**src/rtl/alu_mul_seq_pkg.sv**
```systemverilog
// Shared definitions for the EX-stage iterative multiply sequencer:
// state encodings and the default operand width.
package alu_mul_seq_pkg;

  // Default operand width; also the number of shift-add iterations.
  localparam int MS_WIDTH = 16;

  // Sequencer states. 2'b11 is never entered on purpose; it is decoded
  // back to idle so a corrupted state register recovers in one cycle.
  typedef enum logic [1:0] {
    MS_IDLE = 2'b00,
    MS_RUN  = 2'b01,
    MS_DONE = 2'b10,
    MS_ILL  = 2'b11
  } ms_state_e;

endpackage

```
**src/rtl/mul_seq_dp.sv**
```systemverilog
// Multiply datapath: multiplicand register and the {P_hi, P_lo} partial
// product / multiplier shift register. The adder itself lives in the ALU
// and is reached through the EX mux; this block only presents its
// operands and absorbs its result.
module mul_seq_dp
  import alu_mul_seq_pkg::*;
#(
  parameter int WIDTH = MS_WIDTH
) (
  input  logic             clk,
  input  logic             rst,
  input  logic             load,
  input  logic             step,
  input  logic [WIDTH-1:0] src_a,
  input  logic [WIDTH-1:0] src_b,
  input  logic [WIDTH-1:0] adder_sum,
  input  logic             adder_cout,
  output logic [WIDTH-1:0] adder_a,
  output logic [WIDTH-1:0] adder_b,
  output logic [WIDTH-1:0] p_hi,
  output logic [WIDTH-1:0] p_lo
);

  logic [WIDTH-1:0] mcand;

  // Operand presentation: the running upper half plus either the
  // multiplicand or zero, selected by the multiplier bit being consumed.
  always_comb begin
    adder_a = p_hi;
    adder_b = p_lo[0] ? mcand : '0;
  end

  // Load operands on accept; on each iteration shift the adder result
  // (with its carry) into the top while the consumed multiplier bit
  // falls off the bottom. Outside of load/step the registers hold.
  always_ff @(posedge clk) begin
    if (rst) begin
      mcand <= '0;
      p_hi  <= '0;
      p_lo  <= '0;
    end else if (load) begin
      mcand <= src_a;
      p_hi  <= '0;
      p_lo  <= src_b;
    end else if (step) begin
      {p_hi, p_lo} <= {adder_cout, adder_sum, p_lo[WIDTH-1:1]};
    end
  end

endmodule

```
**src/rtl/alu_mul_seq.sv**
```systemverilog
// EX-stage iterative shift-add multiply sequencer. Borrows the shared ALU
// adder for WIDTH cycles per multiply and stalls the pipeline until the
// unsigned product is ready. CNT_W must satisfy 2**CNT_W == WIDTH so the
// iteration counter wraps to zero exactly as the last iteration retires.
module alu_mul_seq
  import alu_mul_seq_pkg::*;
#(
  parameter int WIDTH = MS_WIDTH,
  parameter int CNT_W = 4
) (
  input  logic             clk,
  input  logic             rst,
  input  logic             start,
  input  logic             flush,
  input  logic [WIDTH-1:0] src_a,
  input  logic [WIDTH-1:0] src_b,
  output logic [WIDTH-1:0] adder_a,
  output logic [WIDTH-1:0] adder_b,
  output logic             adder_cin,
  input  logic [WIDTH-1:0] adder_sum,
  input  logic             adder_cout,
  output logic             adder_grant,
  output logic             stall,
  output logic             done,
  output logic [WIDTH-1:0] prod_hi,
  output logic [WIDTH-1:0] prod_lo
);

  localparam logic [CNT_W-1:0] CNT_LAST = CNT_W'(WIDTH - 1);

  ms_state_e        state_q;
  ms_state_e        state_d;
  logic [CNT_W-1:0] cnt_q;
  logic [CNT_W-1:0] cnt_d;
  logic             dp_load;
  logic             dp_step;

  // Next-state, counter and datapath-enable decode. Flush beats start in
  // idle and aborts a running multiply without producing a done pulse.
  always_comb begin
    state_d = state_q;
    cnt_d   = cnt_q;
    dp_load = 1'b0;
    dp_step = 1'b0;
    case (state_q)
      MS_IDLE: begin
        if (start && !flush) begin
          state_d = MS_RUN;
          cnt_d   = '0;
          dp_load = 1'b1;
        end
      end
      MS_RUN: begin
        if (flush) begin
          state_d = MS_IDLE;
          cnt_d   = '0;
        end else begin
          dp_step = 1'b1;
          cnt_d   = cnt_q + CNT_W'(1);
          if (cnt_q == CNT_LAST) begin
            state_d = MS_DONE;
          end
        end
      end
      MS_DONE: begin
        // One-cycle turnaround: a start held here is seen again in idle.
        state_d = MS_IDLE;
      end
      default: begin
        state_d = MS_IDLE;
        cnt_d   = '0;
      end
    endcase
  end

  // State and iteration counter registers.
  always_ff @(posedge clk) begin
    if (rst) begin
      state_q <= MS_IDLE;
      cnt_q   <= '0;
    end else begin
      state_q <= state_d;
      cnt_q   <= cnt_d;
    end
  end

  // Output decode. Grant comes only from the registered state so the EX
  // mux never sees a glitch from the start input; stall additionally
  // covers the accept cycle so the pipeline freezes as operands load.
  always_comb begin
    adder_grant = (state_q == MS_RUN);
    done        = (state_q == MS_DONE);
    stall       = ((state_q == MS_IDLE) && start && !flush) || (state_q == MS_RUN);
    adder_cin   = 1'b0;
  end

  mul_seq_dp #(
    .WIDTH(WIDTH)
  ) u_dp (
    .clk       (clk),
    .rst       (rst),
    .load      (dp_load),
    .step      (dp_step),
    .src_a     (src_a),
    .src_b     (src_b),
    .adder_sum (adder_sum),
    .adder_cout(adder_cout),
    .adder_a   (adder_a),
    .adder_b   (adder_b),
    .p_hi      (prod_hi),
    .p_lo      (prod_lo)
  );

endmodule
```
**config.mk**
```make
export PLATFORM = sky130hd
export DESIGN_NAME = alu_mul_seq
export DESIGN_NICKNAME = d
export VERILOG_FILES = /design/src/rtl/alu_mul_seq_pkg.sv /design/src/rtl/mul_seq_dp.sv /design/src/rtl/alu_mul_seq.sv
export SDC_FILE = /design/constraint.sdc
export NUM_CORES = 1
export LEC_CHECK = 0
export BUFFER_PORTS_ARGS = -buffer_cell sky130_fd_sc_hd__buf_2
export CAP_MARGIN = 20
export CORE_MARGIN = 2
export CORE_UTILIZATION = 35
export CTS_CLUSTER_SIZE = 30
export DETAILED_ROUTE_END_ITERATION = 10
export PLACE_DENSITY = 0.71
export SYNTH_ARGS = -nofsm -noshare
export SYNTH_HDL_FRONTEND = slang
export SYNTH_HIERARCHICAL = 1
export SYNTH_SLANG_ARGS = --single-unit
```
**constraint.sdc**
```tcl
create_clock -name clk -period 5.2 [get_ports clk]
set_input_delay 1.56 -clock clk [delete_from_list [all_inputs] [get_ports clk]]
set_output_delay 1.56 -clock clk [all_outputs]
set_load 0.05 [all_outputs]
```
==> results of run 1 <==
where the power goes:
group,internal (W),leakage (nW),total (W),switching [W]
logic,0.0000523,0.895,0.000159,0.000106
registers,0.000432,0.440,0.000446,0.0000143
clock network,0.0000931,0.0383,0.000218,0.000125
total,0.000577,1.37,0.000823,0.000246
worst paths after layout:
check,cells past startpoint,startpoint,to
setup / recovery,4,flush,stall
hold / removal,2,cnt_q[3],state_q[1]
setup reg to reg,4,state_q[1],u_dp/adder_a[15]
hold reg to reg,2,cnt_q[3],state_q[1]
layer usage:
metal	vias up	share of wire, %	track usage [%]
met2	88	48	23.21
met4	0	0.92	4.196
met1	917	43	14.85
met5	-	0	0
met3	7	8.4	4.241
li1	1000	-	-
area by class of cell:
cell class | instances | share of cell area (%)
multi-input cells | 156 | 37.50
repair buffers | 121 | 20.13
clock buffers | 7 | 2.517
well taps | 96 | 3.960
inverters | 2 | 0.2475
flip-flops and latches | 54 | 35.64
logic make-up after synthesis:
kind of cell             Yosys count  synth area share [%]
AO/OA/AOI/OAI                     23                 6.969
adder cells (fa/ha/maj)            1                0.5086
buffers and inverters             35                 10.07
flip-flops                        54                 43.95
multiplexers                      48                 19.53
other                              1                0.1524
AND/OR/NAND/NOR                   83                 18.82
registers in the layout, indices dropped and copies added, names as in the netlist:
register and count:
u_dp/p_lo 16, u_dp/mcand 16, cnt_q 4, state_q 2
u_dp/adder_a 16
worst min-delay path: cells and delay by family (launching register included):
| kind | cells | cell delay, ns |
|---|---|---|
| DFF | 1 | 0.35 |
| and+or+nand+nor | 2 | 0.10 |
per-stage QoR:
step | std cells | setup WS [ns] | utilization [%] | area [um^2]
5_1_grt | 436 | 1.230 | 44.64 | 3033
4_1_cts | 436 | 1.298 | 44.64 | 3033
3_3_place_gp | 429 | 1.324 | 43.52 | 2957
3_5_place_dp | 429 | 1.306 | 43.52 | 2957
2_1_floorplan | 245 | 1.313 | - | 2460
6_report | 436 | 1.310 | 44.64 | 3033
cell usage in the layout, fill, tap and decap left out, types with 2 or more instances in the layout:
master / instances
a311oi_1: 2
nor2_1: 26
a21oi_1: 2
clkbuf_1: 2
buf_4: 2
a211oi_1: 16
and2_1: 16
nor2_2: 10
inv_1: 2
nand3_1: 2
mux2i_1: 48
dfxtp_1: 54
nor2b_1: 16
nand2_1: 4
buf_2: 119
clkbuf_8: 5
==> flow_metrics.env, run 1 <==
export IMPL_critPathMaxStageDelay_ns=0.25
export IMPL_period_minus_slack_ns=3.890
export IMPL_finalClockSkew_ns=0.007858
export IMPL_yosys_area_top_type_share_pct=43.95
export IMPL_final_period_utilization_pct=74.81
export IMPL_synth_most_common_cell="dfxtp_1"
export IMPL_finalMaxSlewViolations=0
export IMPL_critPathSlowestCell="buf_2"
export IMPL_pin_count=121
export IMPL_cts_resized=0
export IMPL_drive_gt1_share_pct=41.18
export IMPL_synth_edf_count=0
export IMPL_synthDistinctLibCells=30
export IMPL_hold_violations=0
export IMPL_crit_path_frequent_cell="buf_2"
export IMPL_power_per_cell_area_mw_per_mm2=271.3
export IMPL_yosysWarnings=6
export IMPL_synthArstFlopShare_pct=0
export IMPL_synthesis_area_mm2=0.002460
export IMPL_grt_setup_unrepaired="false"
export IMPL_start_kind="primary input"
export IMPL_die_y_um=87.84
export IMPL_timing_hold_ws_ns=0.4805
export IMPL_portBuffers=119
export IMPL_clk_insertion_delay_late_ns=0.30
export IMPL_synth_area_leaders="dfxtp_1, mux2i_1, buf_4, a211oi_1, and2_1"
export IMPL_yosysTopAreaCell="dfxtp_1"
export IMPL_core_mm2=0.006794
export IMPL_diodes=0
export IMPL_hp_class="reg2reg"
export IMPL_grt_pass1_vias=1805
export IMPL_crit_type="in2out"
export IMPL_clock_sinks=54
export IMPL_rows=30
export IMPL_multiInputGateArea_mm2=0.001137
export IMPL_tns_ns=0
export IMPL_irDropWorstVdd_uv=140.0
export IMPL_setup_viol=0
export IMPL_cts_path_max_buffers=2
export IMPL_tightestPinTransition_ns=0.7210
export IMPL_status="finished clean"
export IMPL_cap_violations=0
export IMPL_critPathBufInv=2
export IMPL_synth_commonest_cells="dfxtp_1, mux2i_1, nor2_1, buf_4"
export IMPL_synth_seq_cells=54
export IMPL_timing_critical_path_cells="buf_2 -> nor4b_2 -> or2_2 -> buf_2"
export IMPL_vias=2012
export IMPL_hpwl_um=3716
export IMPL_h_tree_depth=2
export IMPL_seq_area_mm2=0.001081
export IMPL_syn_area_per_cell_um2=10.04
export IMPL_dieArea_mm2=0.007715
export IMPL_syn_nets=299
export IMPL_post_drt_via_cell_ratio=4.615
export IMPL_reg2reg_slack_ns=3.19
export IMPL_initial_core_util_pct=36.21
export IMPL_grt_max_degree=40
export IMPL_wl_um=5323
export IMPL_cp_max_fo=4
export IMPL_antenna_found_initial=0
export IMPL_root_buffer="clkbuf_8"
export IMPL_grt_ovfl_total=0
export IMPL_cts_tree="done"
export IMPL_die_w_um=87.84
export IMPL_holdBufCountCts=0
export IMPL_seq_area_frac_synth_pct=43.95
export IMPL_gp_congestion=0.6479
export IMPL_drt_first_iter_violations=52
export IMPL_endpoint_kind="output pin"
export IMPL_power_leakage_nw=1.374
export IMPL_synthCells=245
export IMPL_critPathTopFamily="simple AND/OR/NAND/NOR gates"
export IMPL_slew_headroom_pct=51.93
export IMPL_clk_pin_slew_ns=0.09
export IMPL_drc=0
export IMPL_nNetsFinal=394
export IMPL_max_freq_ghz=0.2571
export IMPL_cts_inserted_buffers=5
export IMPL_area_growth_pct=23.30
export IMPL_power_total_w=0.0008230
export IMPL_nFillCells=687
export IMPL_track_usage_pct=13.08
export IMPL_postCtsSetupRepairBufs=0
export IMPL_wl_per_cell_um=12.21
export IMPL_critical_path_required_ns=3.64
export IMPL_grt_pass1_wl_um=7976
export IMPL_ys_flop_type="dfxtp_1"
export IMPL_drtPass1Iterations=4
export IMPL_arrival_ns=2.33
export IMPL_ant_nets=0
Note: power is estimated with default switching activity, not from simulation.
==> run 2, diff against run 1 <==
==> constraint.sdc (replaced) <==
create_clock -name clk -period 3.7 [get_ports clk]
set_input_delay 1.11 -clock clk [delete_from_list [all_inputs] [get_ports clk]]
set_output_delay 1.11 -clock clk [all_outputs]
set_load 0.05 [all_outputs]
==> run 2 against run 1 <==
Sequential power is 41% higher. Worst setup slack worse by 0.60 ns. Highest routed layer unchanged. Combinational power increased by 40%. Largest power group unchanged. Cell count is 0.46% higher. Critical path type unchanged. Hold slack got worse by 0.0016 ns. Count of clock-buffer cells in the layout shrank 2. Critical path depth unchanged. Non-clock buffer count increased by 1.
==> flow_metrics.env, run 2 (synthesis results as in run 1) <==
export IMPL_status="finished clean"
export IMPL_finalClockSkew_ns=0.01154
export IMPL_die_y_um=87.84
export IMPL_cts_tree="done"
export IMPL_root_buffer="clkbuf_8"
export IMPL_nNetsFinal=395
export IMPL_start_kind="primary input"
export IMPL_ant_nets=0
export IMPL_finalMaxSlewViolations=0
export IMPL_p_switching_w=0.0003620
export IMPL_grt_setup_unrepaired="false"
export IMPL_antenna_found_initial=0
export IMPL_cap_violations=0
export IMPL_mostFrequentLayoutCell="buf_2"
export IMPL_drc=0
export IMPL_cts_resized=0
export IMPL_holdBufCountCts=0
export IMPL_arrival_ns=1.88
export IMPL_setup_viol=0
export IMPL_tightestPinTransition_ns=0.7116
export IMPL_slew_headroom_pct=52.56
export IMPL_portBuffers=119
export IMPL_cts_path_max_buffers=2
export IMPL_pin_count=121
export IMPL_drive_gt1_share_pct=42.11
export IMPL_die_w_um=87.84
export IMPL_dieArea_mm2=0.007715
export IMPL_p_comb_share_pct=19.0
export IMPL_post_drt_via_cell_ratio=4.511
export IMPL_area_growth_pct=24.16
export IMPL_mostFrequentLayoutCells="buf_2, dfxtp_1, mux2i_1, nor2_1"
export IMPL_hp_class="reg2reg"
export IMPL_h_tree_depth=2
export IMPL_endpoint_kind="output pin"
export IMPL_clk_insertion_delay_late_ns=0.30
export IMPL_core_mm2=0.006794
export IMPL_cts_inserted_buffers=5
export IMPL_seqPwrFrac_pct=53.3
export IMPL_stdcell_area_mm2=0.003054
export IMPL_p_int_w=0.0008145
export IMPL_clockPowerShare_pct=27.7
export IMPL_final_period_utilization_pct=80.93
export IMPL_postCtsSetupRepairBufs=0
export IMPL_tns_ns=0
export IMPL_critical_path_required_ns=2.59
export IMPL_grt_max_degree=40
export IMPL_track_usage_pct=13.59
export IMPL_power_leakage_nw=1.385
export IMPL_drtPass1Iterations=4
export IMPL_power_per_cell_area_mw_per_mm2=385.2
export IMPL_swShare_pct=30.77
export IMPL_hold_violations=0
export IMPL_grt_pass1_wl_um=8362
export IMPL_wl_um=5264
export IMPL_period_minus_slack_ns=2.994
export IMPL_cp_max_fo=4
export IMPL_grt_ovfl_total=0
export IMPL_max_freq_ghz=0.3340
export IMPL_irDropWorstVdd_uv=184.1
export IMPL_clk_pin_slew_ns=0.10
export IMPL_rows=30
export IMPL_grt_pass1_vias=1836
export IMPL_initial_core_util_pct=36.21
export IMPL_hpwl_um=3671
export IMPL_place_area_mm2=0.002964
export IMPL_wl_per_cell_um=12.02
export IMPL_vias=1976
export IMPL_clock_sinks=54
export IMPL_gp_congestion=0.6718
export IMPL_drt_first_iter_violations=42
export IMPL_diodes=0
export IMPL_crit_type="in2out"
==> run 2: power groups by stage <==
stage	clock [W]	sequential (W)	combinational (W)
2_1_floorplan	0	0.000691	0.000118
3_3_place_gp	0	0.000639	0.000223
3_5_place_dp	0	0.000640	0.000225
4_1_cts	0.000346	0.000627	0.000226
5_1_grt	0.000364	0.000631	0.000241
6_report	0.000326	0.000627	0.000223
==> run 2: layout make-up <==
type / instances / area [um^2]
clock buffer: 5 / 68.82
clock inverter: 3 / 21.27
fill: 688 / 3740
inverter: 2 / 7.507
multi-input combinational: 156 / 1137
sequential: 54 / 1081
tap: 96 / 120.1
timing repair buffer: 122 / 618.1
==> run 2: routing by layer <==
layer | global-route usage [%] | routed length [um] | vias up | share of wire, %
li1 | - | - | 1001 | -
met1 | 16.64 | 2410 | 891 | 46
met2 | 23.21 | 2392 | 82 | 45
met3 | 4.336 | 442 | 2 | 8.4
met4 | 3.357 | 18 | 0 | 0.34
met5 | 0 | 0 | - | 0
==> run 2: stage by stage <==
step	setup slack, ns	instances	power [W]	hold WS (ns)	util (%)
after floorplan	0.7135	245	0.0008093	0.4408	-
after global placement	0.7223	430	0.0008626	0.4626	43.63
after detailed placement	0.7085	430	0.0008656	0.4628	43.63
after CTS	0.7014	438	0.001199	0.4812	44.95
after global routing	0.6009	438	0.001236	0.5229	44.95
final	0.7057	438	0.001177	0.4789	44.95
==> run 2: path summary, 6_finish.rpt <==
check	from	end	slack [ns]	cells past startpoint
worst max-delay path	flush	stall	0.71	4
worst min-delay path	cnt_q[3]	state_q[1]	0.48	2
worst max register to register	state_q[1]	u_dp/adder_a[15]	1.68	4
worst min register to register	cnt_q[3]	state_q[1]	0.48	2
==> run 2: worst max-delay path, cell delays in order <==
cell     delay, ns
buf_2         0.13
nor4b_2       0.25
or2_2         0.15
buf_2         0.25
